==> config.mk <==
export PLATFORM = sky130hd
export DESIGN_NAME = axi4_reg_master
export DESIGN_NICKNAME = d
export VERILOG_FILES = /design/src/rtl/axi4_reg_master_pkg.sv /design/src/rtl/axi4_reg_master_timeout_ctr.sv /design/src/rtl/axi4_reg_master.sv
export SDC_FILE = /design/constraint.sdc
export NUM_CORES = 1
export LEC_CHECK = 0
export CELL_PAD_IN_SITES_DETAIL_PLACEMENT = 1
export CELL_PAD_IN_SITES_GLOBAL_PLACEMENT = 1
export CORE_ASPECT_RATIO = 1.25
export CORE_MARGIN = 1.5
export CORE_UTILIZATION = 27
export DETAILED_ROUTE_END_ITERATION = 7
export PLACE_DENSITY = 0.75
export SYNTH_ARGS = -nofsm -noshare
export SYNTH_HDL_FRONTEND = slang
export SYNTH_HIERARCHICAL = 1
export SYNTH_SLANG_ARGS = --single-unit
export TNS_END_PERCENT = 5
==> constraint.sdc <==
create_clock -name clk -period 1.75 [get_ports clk]
set_clock_uncertainty 0.15 [all_clocks]
set_input_delay 0.2625 -clock clk [delete_from_list [all_inputs] [get_ports clk]]
set_output_delay 0.2625 -clock clk [all_outputs]
set_load 0.05 [all_outputs]
==> src/rtl/axi4_reg_master_pkg.sv <==
// rtl/axi4_reg_master_pkg.sv - shared FSM state and AXI response codes
package axi4_reg_master_pkg;

  typedef enum logic [2:0] {
    IDLE,
    WR_ADDR_DATA,
    WR_RESP,
    RD_ADDR,
    RD_DATA
  } state_t;

  localparam logic [1:0] OKAY   = 2'b00;
  localparam logic [1:0] EXOKAY = 2'b01;
  localparam logic [1:0] SLVERR = 2'b10;
  localparam logic [1:0] DECERR = 2'b11;

endpackage

==> src/rtl/axi4_reg_master_timeout_ctr.sv <==
// rtl/axi4_reg_master_timeout_ctr.sv - saturating transaction cycle counter
module axi_timeout_ctr #(
  parameter int LIMIT = 1024
) (
  input  logic clk,
  input  logic reset,
  input  logic clear,
  input  logic enable,
  output logic expired
);

  localparam int CW = $clog2(LIMIT + 1);

  logic [CW-1:0] count;

  always_ff @(posedge clk) begin
    if (reset || clear) begin
      count <= '0;
    end else if (enable && count != CW'(LIMIT)) begin
      count <= count + CW'(1);
    end
  end

  // Flags the edge on which the count reaches LIMIT-1; stays set while saturated.
  assign expired = enable && (count >= CW'(LIMIT - 2));

endmodule

==> src/rtl/axi4_reg_master.sv <==
// rtl/axi4_reg_master.sv - single-outstanding AXI4-Lite register master
module axi4_reg_master
  import axi4_reg_master_pkg::*;
#(
  parameter int AXI_DATA_WIDTH = 32,
  parameter int AXI_ADDR_WIDTH = 32,
  parameter int TIMEOUT_CYCLES = 1024
) (
  input  logic                      clk,
  input  logic                      reset,
  input  logic                      wr_start,
  input  logic                      rd_start,
  input  logic [AXI_ADDR_WIDTH-1:0] addr,
  input  logic [AXI_DATA_WIDTH-1:0] wdata,
  output logic                      idle,
  output logic                      done,
  output logic [AXI_DATA_WIDTH-1:0] rdata,
  output logic [1:0]                resp,
  output logic                      timeout,
  output logic [AXI_ADDR_WIDTH-1:0] AXI_AWADDR,
  output logic                      AXI_AWVALID,
  input  logic                      AXI_AWREADY,
  output logic [AXI_DATA_WIDTH-1:0] AXI_WDATA,
  output logic                      AXI_WVALID,
  input  logic                      AXI_WREADY,
  input  logic [1:0]                AXI_BRESP,
  input  logic                      AXI_BVALID,
  output logic                      AXI_BREADY,
  output logic [AXI_ADDR_WIDTH-1:0] AXI_ARADDR,
  output logic                      AXI_ARVALID,
  input  logic                      AXI_ARREADY,
  input  logic [AXI_DATA_WIDTH-1:0] AXI_RDATA,
  input  logic                      AXI_RVALID,
  input  logic [1:0]                AXI_RRESP,
  output logic                      AXI_RREADY
);

  state_t state;
  logic   ctr_clear, ctr_enable, expired, advance, abort;

  assign ctr_clear  = (state == IDLE) && (wr_start || rd_start);
  assign ctr_enable = (state != IDLE);

  axi_timeout_ctr #(.LIMIT(TIMEOUT_CYCLES)) u_timeout (
    .clk     (clk),
    .reset   (reset),
    .clear   (ctr_clear),
    .enable  (ctr_enable),
    .expired (expired)
  );

  // A state's exit handshake beats a timeout landing on the same edge.
  always_comb begin
    advance = 1'b0;
    case (state)
      WR_ADDR_DATA: advance = (!AXI_AWVALID || AXI_AWREADY) && (!AXI_WVALID || AXI_WREADY);
      WR_RESP:      advance = AXI_BVALID;
      RD_ADDR:      advance = AXI_ARREADY;
      RD_DATA:      advance = AXI_RVALID;
      default:      advance = 1'b0;
    endcase
  end

  assign abort = expired && (state != IDLE) && !advance;

  always_ff @(posedge clk) begin
    if (reset) begin
      state       <= IDLE;
      idle        <= 1'b1;
      done        <= 1'b0;
      timeout     <= 1'b0;
      rdata       <= '0;
      resp        <= OKAY;
      AXI_AWADDR  <= '0;
      AXI_AWVALID <= 1'b0;
      AXI_WDATA   <= '0;
      AXI_WVALID  <= 1'b0;
      AXI_BREADY  <= 1'b0;
      AXI_ARADDR  <= '0;
      AXI_ARVALID <= 1'b0;
      AXI_RREADY  <= 1'b0;
    end else begin
      done <= 1'b0;
      case (state)
        IDLE: begin
          if (wr_start) begin
            AXI_AWADDR  <= addr;
            AXI_WDATA   <= wdata;
            AXI_AWVALID <= 1'b1;
            AXI_WVALID  <= 1'b1;
            idle        <= 1'b0;
            state       <= WR_ADDR_DATA;
          end else if (rd_start) begin
            AXI_ARADDR  <= addr;
            AXI_ARVALID <= 1'b1;
            idle        <= 1'b0;
            state       <= RD_ADDR;
          end
        end
        WR_ADDR_DATA: begin
          if (AXI_AWREADY) AXI_AWVALID <= 1'b0;
          if (AXI_WREADY)  AXI_WVALID  <= 1'b0;
          if (advance) begin
            AXI_BREADY <= 1'b1;
            state      <= WR_RESP;
          end
        end
        WR_RESP: begin
          if (advance) begin
            resp       <= AXI_BRESP;
            timeout    <= 1'b0;
            done       <= 1'b1;
            AXI_BREADY <= 1'b0;
            idle       <= 1'b1;
            state      <= IDLE;
          end
        end
        RD_ADDR: begin
          if (advance) begin
            AXI_ARVALID <= 1'b0;
            AXI_RREADY  <= 1'b1;
            state       <= RD_DATA;
          end
        end
        RD_DATA: begin
          if (advance) begin
            rdata      <= AXI_RDATA;
            resp       <= AXI_RRESP;
            timeout    <= 1'b0;
            done       <= 1'b1;
            AXI_RREADY <= 1'b0;
            idle       <= 1'b1;
            state      <= IDLE;
          end
        end
        default: begin
          idle  <= 1'b1;
          state <= IDLE;
        end
      endcase
      if (abort) begin
        AXI_AWVALID <= 1'b0;
        AXI_WVALID  <= 1'b0;
        AXI_BREADY  <= 1'b0;
        AXI_ARVALID <= 1'b0;
        AXI_RREADY  <= 1'b0;
        resp        <= SLVERR;
        timeout     <= 1'b1;
        done        <= 1'b1;
        idle        <= 1'b1;
        state       <= IDLE;
      end
    end
  end

endmodule

; Word level (Yosys, flattened, before mapping)
; Index checks and enable logic that the tools add are counted.
[word_totals]
elab_cells = 108
in_bits = 109
ff_bits = 152
output_inout_bits = 138
[classes]
n_mux = 31
reduce_logical = 39
bitwise = 2
add_sub_neg = 1
n_eq_ne = 18
order_cmp = 1
[op_table]
columns = operator, n
row1 = AND reduction 3 bit, 8
row2 = "!= test 2 bit, second input constant", 9
row3 = two-way mux 3 bit, 5
row4 = two-way mux 1 bit, 14
row5 = nonzero test 2 bit, 7
row6 = case mux 3 bit (4 select lines), 1
row7 = "adder 11 x 1 -> 11 bit, second input constant", 1
row8 = "greater-or-equal comparator 11 x 10 -> 1 bit, second input constant", 1
row9 = "!= test 11 bit, second input constant", 1
row10 = case mux 1 bit (2 select lines), 5
row11 = "!= test 3 bit, second input constant", 3
row12 = AND reduction 4 bit, 2
row13 = "== test 3 x 2 -> 1 bit, second input constant", 2
row14 = logical AND 1 bit, 6
row15 = two-way mux 2 bit, 3
row16 = AND reduction 2 bit, 3
row17 = nonzero test 3 bit, 2
row18 = OR reduction 2 bit, 3
row19 = logical OR 1 bit, 4
row20 = case mux 1 bit (4 select lines), 1
row21 = case mux 2 bit (2 select lines), 1
row22 = "== test 3 x 1 -> 1 bit, second input constant", 1
row23 = "== test 3 bit, second input constant", 1
row24 = logical NOT 1 bit, 3
row25 = 4 further kinds, 5

; Depth between registers and ports, before layout
; Gate-level depths: netlist of run 1.
[logic_depth]
ltp_word = 8
mapped_depth = 8

; By module
; Netlist of run 1, hierarchy kept.
[by_module_without_submodules]
columns = mod, instances, area_per_inst_um2, cells_per_inst
row1 = axi4_reg_master, 1, 5079.9, 647
row2 = axi_timeout_ctr, 1, 650.6, 77

; Least setup slack after synthesis of run 1
; Ideal clock, no wire load.
[synth_path]
path_kind = reg2reg
start = register state[1]
end = register u_timeout.count[2]
synth_period_minus_slack_ps = 1849
arrival_time_ps = 1573
path_buffers = 2
setup_ps = 126
path_slack_ps = -99
path_stages_with_launch = 9
cell_sequence = dfxtp_1 buf_4 nor3_2 inv_2 nor2_1 or2_2 clkbuf_1 a211o_1 nand3_1
[synth_between]
word_cells_on_any_way = 5
classes_between = reduce/logical (5)
[synth_lines]
columns = element, line_no
row1 = start: declaration, axi4_reg_master.sv:38  ; state_t state;
row2 = start signal: assignment, axi4_reg_master.sv:68  ; state <= IDLE;
row3 = start signal: assignment, axi4_reg_master.sv:92  ; state <= WR_ADDR_DATA;
row4 = start signal: assignment, axi4_reg_master.sv:97  ; state <= RD_ADDR;
row5 = nonzero test 3 bit, axi4_reg_master.sv:42  ; assign ctr_enable = (state != IDLE);
row6 = named net ctr_enable, axi4_reg_master.sv:39  ; logic ctr_clear, ctr_enable, expired, advance, abort;
row7 = logical AND 1 bit, axi4_reg_master_timeout_ctr.sv:19  ; end else if (enable && count != CW'(LIMIT)) begin
row8 = end signal: assignment, axi4_reg_master_timeout_ctr.sv:20  ; count <= count + CW'(1);
row9 = end: declaration, axi4_reg_master_timeout_ctr.sv:14  ; logic [CW-1:0] count;
; The timed path passes the listed nets, and every way through them passes these cells.
; A chain may end at the register's enable or synchronous reset.

; Worst setup path in the final report of run 1
[layout_path]
start = register u_timeout.count[0]
end = register resp[0]
[layout_between]
elab_chain_cells = 5
[layout_rtl]
columns = element, line_no
row1 = greater-or-equal comparator 11 x 10 -> 1 bit, axi4_reg_master_timeout_ctr.sv:25  ; assign expired = enable && (count >= CW'(LIMIT - 2));
row2 = logical AND 1 bit, axi4_reg_master_timeout_ctr.sv:25
row3 = named net expired, axi4_reg_master.sv:39
row4 = logical AND 1 bit (2 in series), axi4_reg_master.sv:64  ; assign abort = expired && (state != IDLE) && !advance;
row5 = OR reduction 2 bit (no source line), -
row6 = end signal: assignment, axi4_reg_master.sv:73  ; resp <= OKAY;
row7 = end signal: assignment, axi4_reg_master.sv:110  ; resp <= AXI_BRESP;
row8 = end signal: assignment, axi4_reg_master.sv:128  ; resp <= AXI_RRESP;
row9 = end: declaration, axi4_reg_master.sv:18  ; output logic [1:0] resp,
; The timed path passes the listed nets, and every way through them passes these cells.

==> out/qor.csv, run 1 <==
metric;value;unit
hp-start;reset;
hold_viol_final;0;
synth_fp_nets;836;
top_layer_used;met4;
violations;negative setup slack;
drt-pass1-iter-count;4;
io_pins;247;
grt_pass1_vias;6388;
track_usage;19.0;%
nNetsFinal;1124;
rows;59;
h-tree-depth;4;
clock.fmax;542;MHz
initial_utilization;27.5;%
antenna_found_initial;1;
p_int;7.00;mW
hold_depth;4;
dr_wl_met2;10.6;mm
grt_first_pass_wirelength;33.3;mm
antenna_left;0;
avgSynthCellArea;7.92;sq um
cap_violations;0;
cp.arrival;2050;ps
crit_type;flip-flop to flip-flop;
chipHeight;166;um
max_slew_margin;71.1;%
fin_crit_sh;105;%
required;1950;ps
hold_path_class;primary input to flip-flop;
rsz0062_at_grt;yes;
area_growth;64.2;%
max-vdd-ir-drop;633;uV
worst-path-max-fanout;8;
dpl_cell_area;0.00859;sq mm
syn_inst;724;
setup_violations;8;
finalWirelength;20.9;mm
p_sw;3.33;mW
tritoncts;yes;
synth-warning-count;6;
initialDrtViolationCount;181;
p_comb_share;25.6;%
wl_per_cell;16.1;um
final_cell_area;0.00941;sq mm
syn_area;0.00573;sq mm
ys_types;46;
pwr-share-seq;37.1;%
clk_pin_slew;70;ps
drive_gt1_share;27.1;%
hpwl;14.8;mm
min_period;1850;ps
vias;6010;
cts_buffers;17;
powerDensity;1100;mW/mm^2
portBuffers;246;
worst_slew_pin_slew;427;ps
insertion_delay;430;ps
fin_util;45.2;%
ys_ff_latch;152;
m1WireLength;8.36;mm
met3_length;1.26;mm
reg2reg_setup_slack;-100;ps
coreArea;0.0208;sq mm
ys_seq_area_share;53.1;%
clkPwrFrac;37.3;%
gp_congestion;0.798;
cp-end-kind;flip-flop;
die_w;133;um
setup_slack;-95.6;ps
die-area;0.0221;sq mm
r2r_cells;8;
cts_root_buffer;clkbuf_16;
overflow;0;
r2r_end;resp[0];
clock_path_buffers;2;
p_leak;3.75;nW
drc;0;
grt_max_degree;65;
outcome;complete, but fails checks;
vias_per_cell;4.63;
hold_end;u_timeout/count[0];
cp-start-kind;flip-flop;
cts_sinks;152;
power_switching_share;32.2;%
drv_slew;0;
r2r-start;u_timeout/count[0];
[kinds of logic (layout without fill, tap and decap cells)]
| logic type | Yosys count | count (layout) | share of synthesized area, % |
|---|---|---|---|
| AND/OR/NAND/NOR | 334 | 334 | 25.1 |
| AO/OA/AOI/OAI | 174 | 174 | 16.4 |
| flip-flops | 152 | 152 | 53.1 |
| buffers and inverters | 58 | 358 | 4.28 |
| adder cells (fa/ha/maj) | 3 | 3 | 0.655 |
| multiplexers | 2 | 2 | 0.349 |
| XOR/XNOR | 1 | 1 | 0.153 |
| other | 0 | 1 | 0 |
[cell type report]
type                    count  area, sq um
inverters                   8         30.0
well taps                 274          343
diodes                      1         2.50
multi-input cells         514         2550
flip-flops and latches    152         3050
clock inverters            13          169
clock buffers              18          439
fillers                  2471        11400
repair buffers            319         2820
[synth_stat cells, drive strengths merged]
cell       n  area [sq um]
or3        2          12.5
ha         3          37.5
buf       18          95.1
o2111ai    2          17.5
nand2b     7          46.3
o21a       4          30.0
nand3      9          45.0
nor3       5          30.0
a41oi      1          8.76
nor4       1          12.5
nor2b      2          12.5
a31oi      2          12.5
nor3b      2          25.0
a221oi     1          8.76
dfxtp    152          3040
nand4      4          25.0
and2       3          18.8
a41o       1          10.0
nand3b     3          22.5
a21oi    144           721
o31ai      3          22.5
nor4b      4          35.0
a211oi     2          20.0
o211ai     2          15.0
o221ai     1          8.76
xor2       1          8.76
or2        3          18.8
nor2      15          56.3
or4b       1          10.0
nand2    264           991
mux2i      2          20.0
o21ai      9          45.0
or3b       2          17.5
a211o      2          17.5
inv        8          30.0
nand4bb    1          11.3
clkbuf    32           120
or4        6          48.8
[power groups by stage]
stage               registers (mW)  logic (mW)  clock network (mW)
global route                  3.86        2.83                4.13
floorplan                     4.62       0.693                   0
detailed placement            3.90        2.55                   0
CTS                           3.83        2.63                3.96
finish                        3.83        2.64                3.86
global placement              3.89        2.51                   0
[worst max-delay path, stage by stage, from the launching register on]
cell and delay, ps:
dfxtp_2 340, inv_2 50, ha_4 150, o21ai_2 140, nor3_2 70, o21a_2 250, a41o_4 310, buf_6 130
a211oi_2 180
[cell usage in the layout, fill, tap and decap left out, types with 3 or more instances in the layout]
cell | Yosys | routed
dfxtp_1 | 152 | 147
inv_1 | 7 | 6
nor4b_1 | 4 | 4
clkdlybuf4s50_1 | 0 | 107
clkbuf_16 | 0 | 17
buf_4 | 2 | 197
o21ai_0 | 8 | 7
clkinv_4 | 0 | 3
inv_6 | 0 | 4
nand3b_1 | 3 | 3
bufinv_16 | 0 | 3
nand3_1 | 9 | 8
nor2_1 | 15 | 12
buf_12 | 0 | 10
or4_1 | 5 | 5
nand2_1 | 264 | 263
o21a_1 | 4 | 3
buf_6 | 0 | 3
nor3_1 | 4 | 3
o31ai_1 | 3 | 3
nand4_1 | 4 | 4
nand2b_1 | 6 | 6
dfxtp_2 | 0 | 3
a21oi_1 | 144 | 143
[through the flow]
step | power (mW) | instances | hold WS (ps) | setup WS (ps) | TNS, ps
after CTS | 10.4 | 1295 | 65.4 | -48.1 | -227
after floorplan | 5.32 | 724 | 248 | -79.6 | -197
after global placement | 6.40 | 1260 | 292 | -332 | -10820
after global routing | 10.8 | 1299 | 109 | -154 | -2030
after detailed placement | 6.44 | 1260 | 299 | -346 | -13360
final | 10.3 | 1299 | 78.1 | -95.6 | -366
[worst max path at each step]
stage / startpoint / end / slack (ps) / cells after the start
after floorplan: state[1] / idle / -80 / 8
after global placement: wr_start / u_timeout/count[1] / -330 / 6
after detailed placement: wr_start / u_timeout/count[1] / -350 / 6
after CTS: state[0] / u_timeout/count[0] / -50 / 6
after global routing: u_timeout/count[0] / resp[0] / -150 / 8
final: u_timeout/count[0] / resp[0] / -100 / 8
[what timing repair did]
item                                    in CTS  in global routing
pin swaps                                    2                 14
hold buffers                                 1                  0
hold endpoints to repair                    10                  0
cloned                                       1                  0
endpoints found under the setup margin      62                 81
resized for setup                           13                 20
setup buffers                                2                  3
[registers in the layout (all words and copies together) (netlist names), 2 cells and up]
| register | cells |
|---|---|
| rdata | 32 |
| resp | 2 |
| state | 3 |
| u_timeout/count | 11 |
| AXI_AWADDR | 32 |
| AXI_WDATA | 32 |
| AXI_ARADDR | 32 |
[routing by layer]
layer | global-route usage, % | vias up
met5 | 0 | -
met4 | 8.65 | 0
met1 | 20.6 | 2824
met3 | 5.22 | 37
li1 | - | 2978
met2 | 34.1 | 171
Power figures use the tool's default switching activity.
==> run 2: changes to the inputs <==
==> constraint.sdc (replaced) <==
create_clock -name clk -period 1.75 [get_ports clk]
set_clock_uncertainty 0.15 [all_clocks]
set_input_delay 0.525 -clock clk [delete_from_list [all_inputs] [get_ports clk]]
set_output_delay 0.525 -clock clk [all_outputs]
set_load 0.05 [all_outputs]
==> run 2 against run 1 <==
The run still ends with negative setup slack left; setup slack improved by 22 ps; total power rose by 5.2%; sequential share of layout area decreased by 5.4 points; sequential power up 3%; combinational power up 22%; worst hold slack gained 260 ps; register-to-register slack better by 20 ps; clock power decreased by 4%; first-iteration DRC count up 1.1%; fmax rose by 1.2%; die area did not move; critical path type unchanged; largest power group is now sequential cells.
==> out/qor.csv, run 2 (synthesis results as in run 1) <==
metric;value;unit
p_int;7.26;mW
coreArea;0.0208;sq mm
required;1960;ps
h-tree-depth;4;
setup_slack;-74.1;ps
drc;0;
io_pins;247;
hpwl;16.3;mm
r2r_end;u_timeout/count[0];
outcome;complete, but fails checks;
min_period;1820;ps
p_sw;3.61;mW
portBuffers;246;
worst-path-max-fanout;4;
overflow;0;
clk_pin_slew;70;ps
grt_pass1_vias;6547;
power;10.9;mW
cts_root_buffer;clkbuf_16;
max_slew_margin;60.2;%
die_w;133;um
grt_max_degree;79;
hold_end;AXI_AWADDR[30];
nNetsFinal;1130;
cap_violations;0;
cp.arrival;2040;ps
drt-pass1-iter-count;4;
cts_buffers;17;
r2r-start;state[1];
p_leak;4.21;nW
violations;negative setup slack;
cp-start-kind;flip-flop;
area_growth;96.8;%
cts_hold_buf;0;
antenna_left;0;
max-vdd-ir-drop;723;uV
insertion_delay;420;ps
grt_first_pass_wirelength;35.3;mm
vias;6165;
hold_viol_final;0;
crit_buf_inv;1;
initialDrtViolationCount;183;
clock_path_buffers;2;
crit_type;flip-flop to flip-flop;
pwr-share-seq;36.3;%
finalWirelength;22.8;mm
tritoncts;yes;
drive_gt1_share;29.7;%
rsz0062_at_grt;yes;
gp_congestion;0.752;
p_comb_share;29.7;%
wl_per_cell;17.5;um
vias_per_cell;4.72;
worst_slew_pin_slew;598;ps
dp.cells;1266;
cp_top_family;simple AND/OR/NAND/NOR gates;
final_common_cell;nand2_1;
fin_util;54.2;%
r2r_cells;6;
antenna_found_initial;1;
hp-start;AXI_AWADDR[30];
rows;59;
setup_violations;5;
hold_path_class;flip-flop to flip-flop;
worstPathCellList;nor3_4, inv_2, nor2_4, or3b_4, or4_4, nand3_2;
hold_depth;2;
mostFrequentLayoutCells;nand2_1, dfxtp_1, buf_12;
drv_slew;0;
initial_utilization;27.5;%
cp-end-kind;flip-flop;
fin_crit_sh;104;%
reg2reg_setup_slack;-70;ps
clkPwrFrac;34.0;%
cts_sinks;152;
cpPeakStageDelay;530;ps
die-area;0.0221;sq mm
cp_slowest_cell;or4_4;
powerDensity;964;mW/mm^2
power_switching_share;33.2;%
final_cells;1306;
track_usage;20.2;%
clock.fmax;548;MHz
chipHeight;166;um
## run 2: worst max path at each step
stage,startpoint,endpoint,slack [ps],depth (start not counted)
floorplan,wr_start,u_timeout/count[1],-90,5
global placement,AXI_BVALID,resp[0],-600,6
detailed placement,AXI_BVALID,resp[0],-670,6
CTS,state[0],u_timeout/count[1],-50,6
global route,state[1],u_timeout/count[0],-100,6
finish,state[1],u_timeout/count[0],-70,6
## run 2: power by group through the flow
| stage | clock, mW | sequential [mW] | combinational [mW] |
|---|---|---|---|
| after floorplan | 0 | 4.62 | 0.693 |
| after global placement | 0 | 4.00 | 3.03 |
| after detailed placement | 0 | 4.02 | 3.08 |
| after CTS | 3.79 | 3.95 | 3.14 |
| after global routing | 3.95 | 3.98 | 3.40 |
| final | 3.69 | 3.95 | 3.23 |
## run 2: per-stage QoR
stage	setup TNS [ps]	setup slack, ps	instance area (sq um)	hold slack, ps
final	-151	-74.1	11300	341
after global routing	-1570	-98.0	11300	360
after CTS	-275	-48.7	11000	344
after detailed placement	-54900	-668	10400	335
after global placement	-50130	-601	10400	327
after floorplan	-272	-88.8	5730	310
## run 2: layout make-up
type	count	area, sq um
clock inverter	14	151
tap	274	343
timing repair buffer	325	4580
sequential	152	3050
antenna	1	2.50
clock buffer	18	429
multi-input combinational	514	2690
fill	2303	9540
inverter	8	30.0
## run 2: routing by layer
layer	part of all wire [%]	track usage [%]
met2	54	37.8
met4	2.6	8.51
met5	0	0
met1	38	21.0
met3	5.6	5.65
## run 2: worst min-delay path, delay by kind of cell (launching register included)
| kind | cells | cell delay, ps |
|---|---|---|
| DFF | 1 | 330 |
| and+or+nand+nor | 1 | 60 |
| AOI/OAI and AO/OA | 1 | 50 |
## run 2: what timing repair did
action                     CTS  global route
gates resized for setup     28            45
setup buffers                0             6
setup endpoints to repair   58            71
pin swaps                    2            16
gates cloned                 0             1
